==> config.mk <==
export PLATFORM = sky130hd
export DESIGN_NAME = store_commit_queue
export DESIGN_NICKNAME = d
export VERILOG_FILES = /design/src/rtl/store_commit_queue.sv
export SDC_FILE = /design/constraint.sdc
export NUM_CORES = 1
export LEC_CHECK = 0
export ABC_AREA = 1
export CAP_MARGIN = 20
export CORE_UTILIZATION = 57
export DETAILED_ROUTE_END_ITERATION = 8
export PLACE_DENSITY_LB_ADDON = 0.08
export SYNTH_ARGS = -nofsm -noshare
export SYNTH_HDL_FRONTEND = slang
export SYNTH_SLANG_ARGS = --single-unit
==> constraint.sdc <==
create_clock -name clk -period 8.9 [get_ports clk]
set_input_delay 2.67 -clock clk [delete_from_list [all_inputs] [get_ports clk]]
set_output_delay 2.67 -clock clk [all_outputs]
set_load 0.03 [all_outputs]
==> src/rtl/store_commit_queue.sv <==
// store_commit_queue: committed-store queue in front of a single-port data memory.
// Stores are queued in a circular buffer and drained oldest-first whenever no
// load holds the memory port. Loads have priority, except when the queue is
// full, when the drain is given the port so that stores cannot starve.
//
// Build option:
//   STQ_FORWARD_EN defined   - an accepted load takes its data from the youngest
//                              matching queued store (or a same-cycle push).
//   STQ_FORWARD_EN undefined - a load that matches any queued store (or a
//                              same-cycle push) is stalled while the queue
//                              drains. It retries until no entry matches, and
//                              its data always comes from memory.
module store_commit_queue #(
  parameter int DEPTH     = 4,
  parameter int DEPTH_LOG = 2,
  parameter int ADDR_LEN  = 7,
  parameter int DATA_LEN  = 32
) (
  input  logic                clk,
  input  logic                reset,
  // commit-side store push
  input  logic                st_push,
  input  logic [ADDR_LEN-1:0] st_addr,
  input  logic [DATA_LEN-1:0] st_data,
  output logic                full,
  output logic                empty,
  output logic [DEPTH_LOG:0]  count,
  // load issue
  input  logic                ld_req,
  input  logic [ADDR_LEN-1:0] ld_addr,
  output logic                ld_stall,
  output logic                ld_valid,
  output logic [DATA_LEN-1:0] ld_data,
  // single read/write memory port
  output logic [ADDR_LEN-1:0] mem_addr,
  output logic [DATA_LEN-1:0] mem_wdata,
  output logic                mem_we,
  input  logic [DATA_LEN-1:0] mem_rdata
);

  // Owner of the memory port in the current cycle.
  typedef enum logic [1:0] {
    PORT_IDLE,
    PORT_LOAD,
    PORT_DRAIN
  } port_e;

  localparam logic [DEPTH_LOG:0] COUNT_FULL = (DEPTH_LOG + 1)'(DEPTH);

  // Queue state
  logic [DEPTH_LOG-1:0] head_q;
  logic [DEPTH_LOG-1:0] tail_q;
  logic [DEPTH_LOG:0]   count_q;
  logic [DEPTH_LOG:0]   count_next;
  logic                 full_q;
  logic                 empty_q;
  logic [DEPTH-1:0]     valid_q;
  logic [ADDR_LEN-1:0]  addr_q [DEPTH];
  logic [DATA_LEN-1:0]  data_q [DEPTH];

  // Load result pipeline
  logic                 ld_valid_q;

  // Per-cycle decisions
  port_e                grant;
  logic                 push_ok;
  logic                 drain;
  logic                 load_go;
  logic                 match_any;
  logic                 block_hit;

`ifdef STQ_FORWARD_EN
  logic [DATA_LEN-1:0]  match_data;
  logic                 fwd_hit_q;
  logic [DATA_LEN-1:0]  fwd_data_q;
`endif

  // A push is taken only when there is room; a push while full is dropped even
  // if the same cycle drains, so the producer sees a simple "never push while
  // full" rule.
  assign push_ok = st_push && !full_q && !reset;
  assign drain   = (grant == PORT_DRAIN);
  assign load_go = (grant == PORT_LOAD);

  // Address match of the load against every valid entry, walked from the head
  // so the last hit is the youngest; a same-cycle push is younger than all.
  always_comb begin
    // NOTE: every variable of a combinational block gets a default first, so no
    // path leaves it unassigned and no latch is inferred.
    match_any = 1'b0;
`ifdef STQ_FORWARD_EN
    match_data = '0;
`endif
    for (int k = 0; k < DEPTH; k++) begin
      if (valid_q[head_q + DEPTH_LOG'(k)] &&
          (addr_q[head_q + DEPTH_LOG'(k)] == ld_addr)) begin
        match_any = 1'b1;
`ifdef STQ_FORWARD_EN
        match_data = data_q[head_q + DEPTH_LOG'(k)];
`endif
      end
    end
    if (push_ok && (st_addr == ld_addr)) begin
      match_any = 1'b1;
`ifdef STQ_FORWARD_EN
      match_data = st_data;
`endif
    end
  end

  // Without forwarding, a load hitting a queued store must wait for it to drain.
`ifdef STQ_FORWARD_EN
  assign block_hit = 1'b0;
`else
  assign block_hit = match_any;
`endif

  // Port arbitration: loads first, drain when full or when the load is blocked.
  always_comb begin
    grant    = PORT_IDLE;
    ld_stall = 1'b0;
    if (!reset) begin
      if (ld_req && (full_q || block_hit)) begin
        ld_stall = 1'b1;
        if (!empty_q) begin
          grant = PORT_DRAIN;
        end
      end else if (ld_req) begin
        grant = PORT_LOAD;
      end else if (!empty_q) begin
        grant = PORT_DRAIN;
      end
    end
  end

  // Memory port drive; everything reads as zero when the port is idle.
  always_comb begin
    mem_we    = 1'b0;
    mem_addr  = '0;
    mem_wdata = '0;
    case (grant)
      PORT_LOAD: begin
        mem_addr = ld_addr;
      end
      PORT_DRAIN: begin
        mem_we    = 1'b1;
        mem_addr  = addr_q[head_q];
        mem_wdata = data_q[head_q];
      end
      default: begin
      end
    endcase
  end

  // Occupancy after this edge.
  always_comb begin
    count_next = count_q;
    case ({push_ok, drain})
      2'b10:   count_next = count_q + 1'b1;
      2'b01:   count_next = count_q - 1'b1;
      default: count_next = count_q;
    endcase
  end

  // Pointers, valid bits, flags and the load result pipeline.
  always_ff @(posedge clk) begin
    // NOTE: sequential state is updated with non-blocking assignments only, so
    // every register samples the pre-edge value of every other register.
    if (reset) begin
      head_q     <= '0;
      tail_q     <= '0;
      count_q    <= '0;
      full_q     <= 1'b0;
      empty_q    <= 1'b1;
      valid_q    <= '0;
      ld_valid_q <= 1'b0;
`ifdef STQ_FORWARD_EN
      fwd_hit_q  <= 1'b0;
      fwd_data_q <= '0;
`endif
    end else begin
      // Drain and push never touch the same slot: both at once means the queue
      // is neither empty nor full, so head and tail differ.
      if (drain) begin
        valid_q[head_q] <= 1'b0;
        head_q          <= head_q + 1'b1;
      end
      if (push_ok) begin
        valid_q[tail_q] <= 1'b1;
        tail_q          <= tail_q + 1'b1;
      end
      count_q    <= count_next;
      full_q     <= (count_next == COUNT_FULL);
      empty_q    <= (count_next == '0);
      ld_valid_q <= load_go;
`ifdef STQ_FORWARD_EN
      fwd_hit_q  <= load_go && match_any;
      fwd_data_q <= match_data;
`endif
    end
  end

  // Entry payload storage, written at the tail on an accepted push.
  always_ff @(posedge clk) begin
    // NOTE: the payload array has no reset; the valid bits alone decide whether
    // an entry means anything, so clearing the data would only cost logic.
    if (push_ok) begin
      addr_q[tail_q] <= st_addr;
      data_q[tail_q] <= st_data;
    end
  end

  assign full     = full_q;
  assign empty    = empty_q;
  assign count    = count_q;
  assign ld_valid = ld_valid_q;

  // The memory answers one cycle after the load was accepted, which lines up
  // with the registered forwarding decision.
`ifdef STQ_FORWARD_EN
  assign ld_data = ld_valid_q ? (fwd_hit_q ? fwd_data_q : mem_rdata) : '0;
`else
  assign ld_data = ld_valid_q ? mem_rdata : '0;
`endif

endmodule
-- Word-level counts from Yosys, hierarchy flattened
Memories as Yosys holds them, arrays and structs flattened. A register that Yosys moved wholly into a read port is not among the register bits.
Index checks and enable logic that the tools add are counted.
- memory bits (writable): 156
- logic and storage cells: 86
- bits of input ports: 82
- memories: 2
- bits in registers: 14
- memory list (name ; words ; width ; read ports ; clocked after Yosys merged registers in ; wr ports ; RTL line ; text):
    data_q ; 4 ; 32 ; 1 ; 1 ; 1 ; 59 ; logic [DATA_LEN-1:0] data_q [DEPTH];
    addr_q ; 4 ; 7 ; 4 ; 1 ; 1 ; 58 ; logic [ADDR_LEN-1:0] addr_q [DEPTH];
- add/sub/neg operators: 6
- equal/unequal tests: 10
- reduce and logical (&&, ||, !) cells: 14
- $lt $le $gt $ge: 7
- bitwise operators: 3
- mux-type cells: 37
- operator list (kind ; number):
    2-to-1 mux 32 bit ; 2
    == test 7 bit ; 5
    2-to-1 mux 1 bit ; 16
    2-to-1 mux 2 bit ; 8
    < comparator 2 x 3 -> 1 bit (second input constant) ; 5
    case mux 7 bit (2 select lines) ; 1
    2-to-1 mux 4 bit ; 3
    logical AND 1 bit ; 10
    binary-select mux 1 bit (select 2 bit) ; 4
    case mux 3 bit (2 select lines) ; 1
    adder 2 x 1 -> 2 bit (second input constant) ; 2
    adder 2 bit (second input constant) ; 2
    AND 4 bit ; 1
    demux 1 bit (select 2 bit) ; 2
    == test 2 x 1 -> 1 bit (second input constant) ; 2
    == test 2 bit (second input constant) ; 2
    greater-or-equal comparator 2 x 1 -> 1 bit (second input constant) ; 2
    inverter 4 bit ; 1
    OR 4 bit ; 1
    adder 3 x 1 -> 3 bit (second input constant) ; 1
    == test 3 bit (second input constant) ; 1
    logical NOT 3 bit ; 1
    subtractor 3 x 1 -> 3 bit (second input constant) ; 1
    logical NOT 1 bit ; 2
    logical OR 1 bit ; 1

-- Logic depth before layout (Yosys ltp)
- depth in word-level cells: 17
- mapped depth: 26

-- Least setup slack after synthesis
No wires, ideal clock.
- path type: in2out
- from: in ld_addr[5]
- to: out mem_wdata[10]
- data required time: 6.230 ns
- data arrival time: 5.053 ns
- path slack: 1.177 ns
- path buffers: 2
- stages: 15
- cell sequence: clkbuf_1 > inv_1 > nand3_1 > nand2_1 > nor2_1 > nand2_1 > nor2_1 > nor2_1 > nand3_2 > nor2_2 > nor2_1 > ha_1 > clkinv_1 > clkbuf_1 > a21oi_1
- cells in the longest elaborated chain, start to end: 13
- elaborated cells on any way between the ends: 21
- those cells by class: 6 x eq/ne; 8 x mux; 7 x reduce/logical
- RTL lines (item ; RTL line ; text):
    from (decl) ; 30 ; input logic [ADDR_LEN-1:0] ld_addr,
    == test 7 bit ; 96 ; (addr_q[head_q + DEPTH_LOG'(k)] == ld_addr)) begin
    logical AND 1 bit ; 95 ; if (valid_q[head_q + DEPTH_LOG'(k)] &&
    2-to-1 mux 1 bit (4 in a row) ; 95 ;
    2-to-1 mux 1 bit * ; 103 ; if (push_ok && (st_addr == ld_addr)) begin
    logical OR 1 bit * ; 123 ; if (ld_req && (full_q || block_hit)) begin
    logical AND 1 bit * ; 123 ;
    2-to-1 mux 2 bit * ; 123 ;
    2-to-1 mux 2 bit * ; 122 ; if (!reset) begin
    == test 2 bit * ; 141 ; case (grant)
    2-to-1 mux 32 bit * ; 141 ;
    to (decl) ; 36 ; output logic [DATA_LEN-1:0] mem_wdata,
Every way passes the cells marked *; elsewhere a longest branch is shown, timed or not.

-- Final worst setup path
- from: in ld_addr[3]
- to: out mem_addr[2]
- cells in the longest elaborated chain, start to end: 13
- elaborated cells on any way between the ends: 22
- those cells by class: 7 x eq/ne; 8 x mux; 7 x reduce/logical
- RTL lines (item ; RTL line ; text):
    == test 7 bit ; 96 ;
    logical AND 1 bit ; 95 ;
    2-to-1 mux 1 bit (4 in a row) ; 95 ;
    2-to-1 mux 1 bit * ; 103 ;
    logical OR 1 bit * ; 123 ;
    logical AND 1 bit * ; 123 ;
    2-to-1 mux 2 bit * ; 123 ;
    2-to-1 mux 2 bit * ; 122 ;
    == test 2 bit or == test 2 x 1 -> 1 bit (tied branches) ; 141 ;
    case mux 7 bit (2 select lines) * ; 141 ;
    to (decl) ; 35 ; output logic [ADDR_LEN-1:0] mem_addr,
Marks and branches as above.

==> results.md <==
* Layout area overhead at 25.5%
* Crit-path cells: clkdlybuf4s50_1, xnor2_1, nand2_1, nor2_1, nand3_1, o21ai_0, nor2_1, nand3_2, nor2_2, nor2_1, ha_1, nand3_1, a21oi_1, clkdlybuf4s50_1
* Ys Warns at 0
* Final cycle utilization of the critical path at 95.9%
* Outcome: complete, no violations
* First-pass GRT wire length at 31.4 mm
* Fin. Hold Viols at 0
* Drc violations at 0
* Most frequent cell on the critical path: nor2_1
* ANT cells at 0
* Port Buffers at 160
* Tightest Pin Transition at 0.982 ns
* GR Util met3 at 5.81%
* Final instance area at 0.0106 mm²
* Gr busiest metal: met2
* Synth Area per Inst at 9.03 µm²
* Vias/cell at 5.45
* Slowest-stage cell, CP: clkdlybuf4s50_1
* Synth top area cells: edfxtp_1, nand2_1, nor2_1, nand3_1, o21ai_0
* Crit. End Element: output pin
* CP arrival at 5.87 ns
* Pin count of the biggest net entering global routing at 79
* Number of fill cells at 1,045
* Critical path startpoint category: input pin
* DIE WIDTH at 124 µm
* Mapped Cells at 932
* Most common cell in the netlist: nand2_1
* Met2 Usage GRT at 47.0%
* DP HPWL at 13.3 mm
* Achievable Freq at 117 MHz
* Max-Cap Viols at 0
* Placed Area at 0.00998 mm²
* Asr flop ratio synth at 0%
* Pleak at 4.31 nW
* Hold Buf Count CTS at 0
* Num CTS Buffers at 17
* Max Slew Vio Count at 0
* Worst Path Max Fanout at 11
* Sequential share of the synthesized area at 59.5%
* Via Count at 6,918
* Die ar. at 0.0153 mm²
* Final worst path period need at 8.54 ns
* Worst-Skew Late Latency at 0.43 ns
* Core area at 0.0145 mm²
* FF+latch count, synth at 172
* Chip height at 124 µm
* Layout cells sized above 1 at 8.11%
* TNS Setup at 0 ns
* CTS root buf: clkbuf_16
* Final Util at 72.9%
* Top cell type's share of synthesized area at 55.7%
* Initial Utilization at 58.1%
* Routed WL at 21.0 mm
* Clock Skew at 0.00777 ns
* Initial antenna violation count at 0
* Register Area at 0.00501 mm²
* Setup Buffers After CTS at 0
* Drt wl/cell at 16.6 µm
* Clk buf depth at 2
* Top post-synthesis cells by count: nand2_1, nor2_1, edfxtp_1, nand3_1, o21ai_0
* DR iter-0 viols at 622
* Antenna viol nets, final at 0
* Ports at 161
* Vias in the first global route at 6,201
* RSZ-0062 raised after global routing: no
* Row count at 44
* Net count, final at 1,166
* Power density over the cells at 179 mW/mm²
* Maximum VDD drop at 0.000189 V
* Grt ovf at 0
* Total clock sinks at 172
* GP Congestion at 0.924
* Gr usage total at 28.3%
* H-tree depth at 4
* WS Path Type: in2out
* Post-synthesis instance area at 0.00841 mm²
* Slew margin rel. at 34.5%
* CP required at 6.23 ns
* CP max stage delay at 0.70 ns
* Final setup vio count at 0
* EDFF count, synth at 156
* Clock slew at reported path FFs at 0.07 ns
* CTS tree: done
* Hold Crit Class: reg2reg
* Syn nets at 1,026
* GR Util met1 at 34.5%
* Netlist cell types at 28
* Multi-input logic area at 0.00288 mm²
* Post-synth top area cell: edfxtp_1
* Post-synth top flop: edfxtp_1
* # resized after CTS at 0
* First-pass iteration count of the detailed router at 5
## final cells by class
class                   instances  area share [%]
multi-input cells             641            27.2
flip-flops and latches        172            47.4
repair buffers                172            15.3
well taps                     184            2.18
inverters                      68            2.44
clock inverters                15            1.47
clock buffers                  17            4.03
## per-stage QoR
step / setup slack, ns / total power (W) / hold slack, ns / std cells
2_1_floorplan: 1.18 / 0.00109 / 0.443 / 932
3_5_place_dp: 0.456 / 0.00120 / 0.459 / 1237
6_report: 0.362 / 0.00189 / 0.472 / 1269
4_1_cts: 0.445 / 0.00190 / 0.470 / 1269
5_1_grt: 0.184 / 0.00196 / 0.510 / 1269
3_3_place_gp: 0.576 / 0.00119 / 0.456 / 1237
## routing by layer
metal	routed length (µm)	part of all wire, %
met3	1770	8.4
met1	8290	39
met5	0	0
met2	10100	48
met4	878	4.2
## logic make-up (layout without fill, tap and decap cells)
kind of cell	Yosys count	count (layout)	synth area share, %
AND/OR/NAND/NOR	491	491	23.6
flip-flops	172	172	59.5
AO/OA/AOI/OAI	127	127	7.55
buffers and inverters	119	272	6.35
adder cells (fa/ha/maj)	12	12	1.87
XOR/XNOR	11	11	1.14
## path summary, 6_finish.rpt
kind,startpoint,endpoint,slack [ns],depth (start not counted)
worst min register to register,valid_q[0],valid_q[0],0.47,2
worst max register to register,head_q[1],empty,3.86,22
worst max-delay path,ld_addr[3],mem_addr[2],0.36,14
worst min-delay path,valid_q[0],valid_q[0],0.47,2
## power by group
part	internal (W)	total, W	switching, W
clock	0.000373	0.000709	0.000336
sequential	0.000907	0.000919	0.0000120
combinational	0.0000995	0.000265	0.000165
total	0.00138	0.00189	0.000514
## layout by cell type, fill, tap and decap left out
cell type / n
a21oi_1: 51
buf_4: 44
clkbuf_16: 17
clkdlybuf4s50_1: 128
clkinv_1: 1
clkinv_2: 1
clkinv_4: 2
clkinv_8: 3
clkinvlp_4: 2
dfxtp_1: 15
dfxtp_2: 1
edfxtp_1: 156
fa_1: 1
ha_1: 11
inv_1: 62
inv_2: 4
inv_4: 1
inv_6: 4
inv_8: 3
nand2_1: 233
nand2_2: 1
nand3_1: 93
nand3_2: 1
nand4_1: 1
nor2_1: 157
nor2_2: 1
nor3_1: 1
nor3_2: 1
o21ai_0: 74
o21ai_1: 2
or2_2: 2
xnor2_1: 6
xor2_1: 5
## registers in the layout, indices dropped and copies added (netlist names), named ones only
| signal | flops |
|---|---|
| addr_q | 28 |
| count | 3 |
| data_q | 128 |
| empty | 1 |
| full | 1 |
| head_q | 2 |
| ld_valid | 1 |
| tail_q | 2 |
| valid_q | 4 |
## critical path, delay by kind of cell
kind,cells,cell delay (ns)
compound gates,2,0.34
xor+xnor,1,0.17
fa+ha+maj,1,0.59
buf+inv,2,1.33
simple gates,8,0.76
Note: power is estimated with default switching activity, not from simulation.
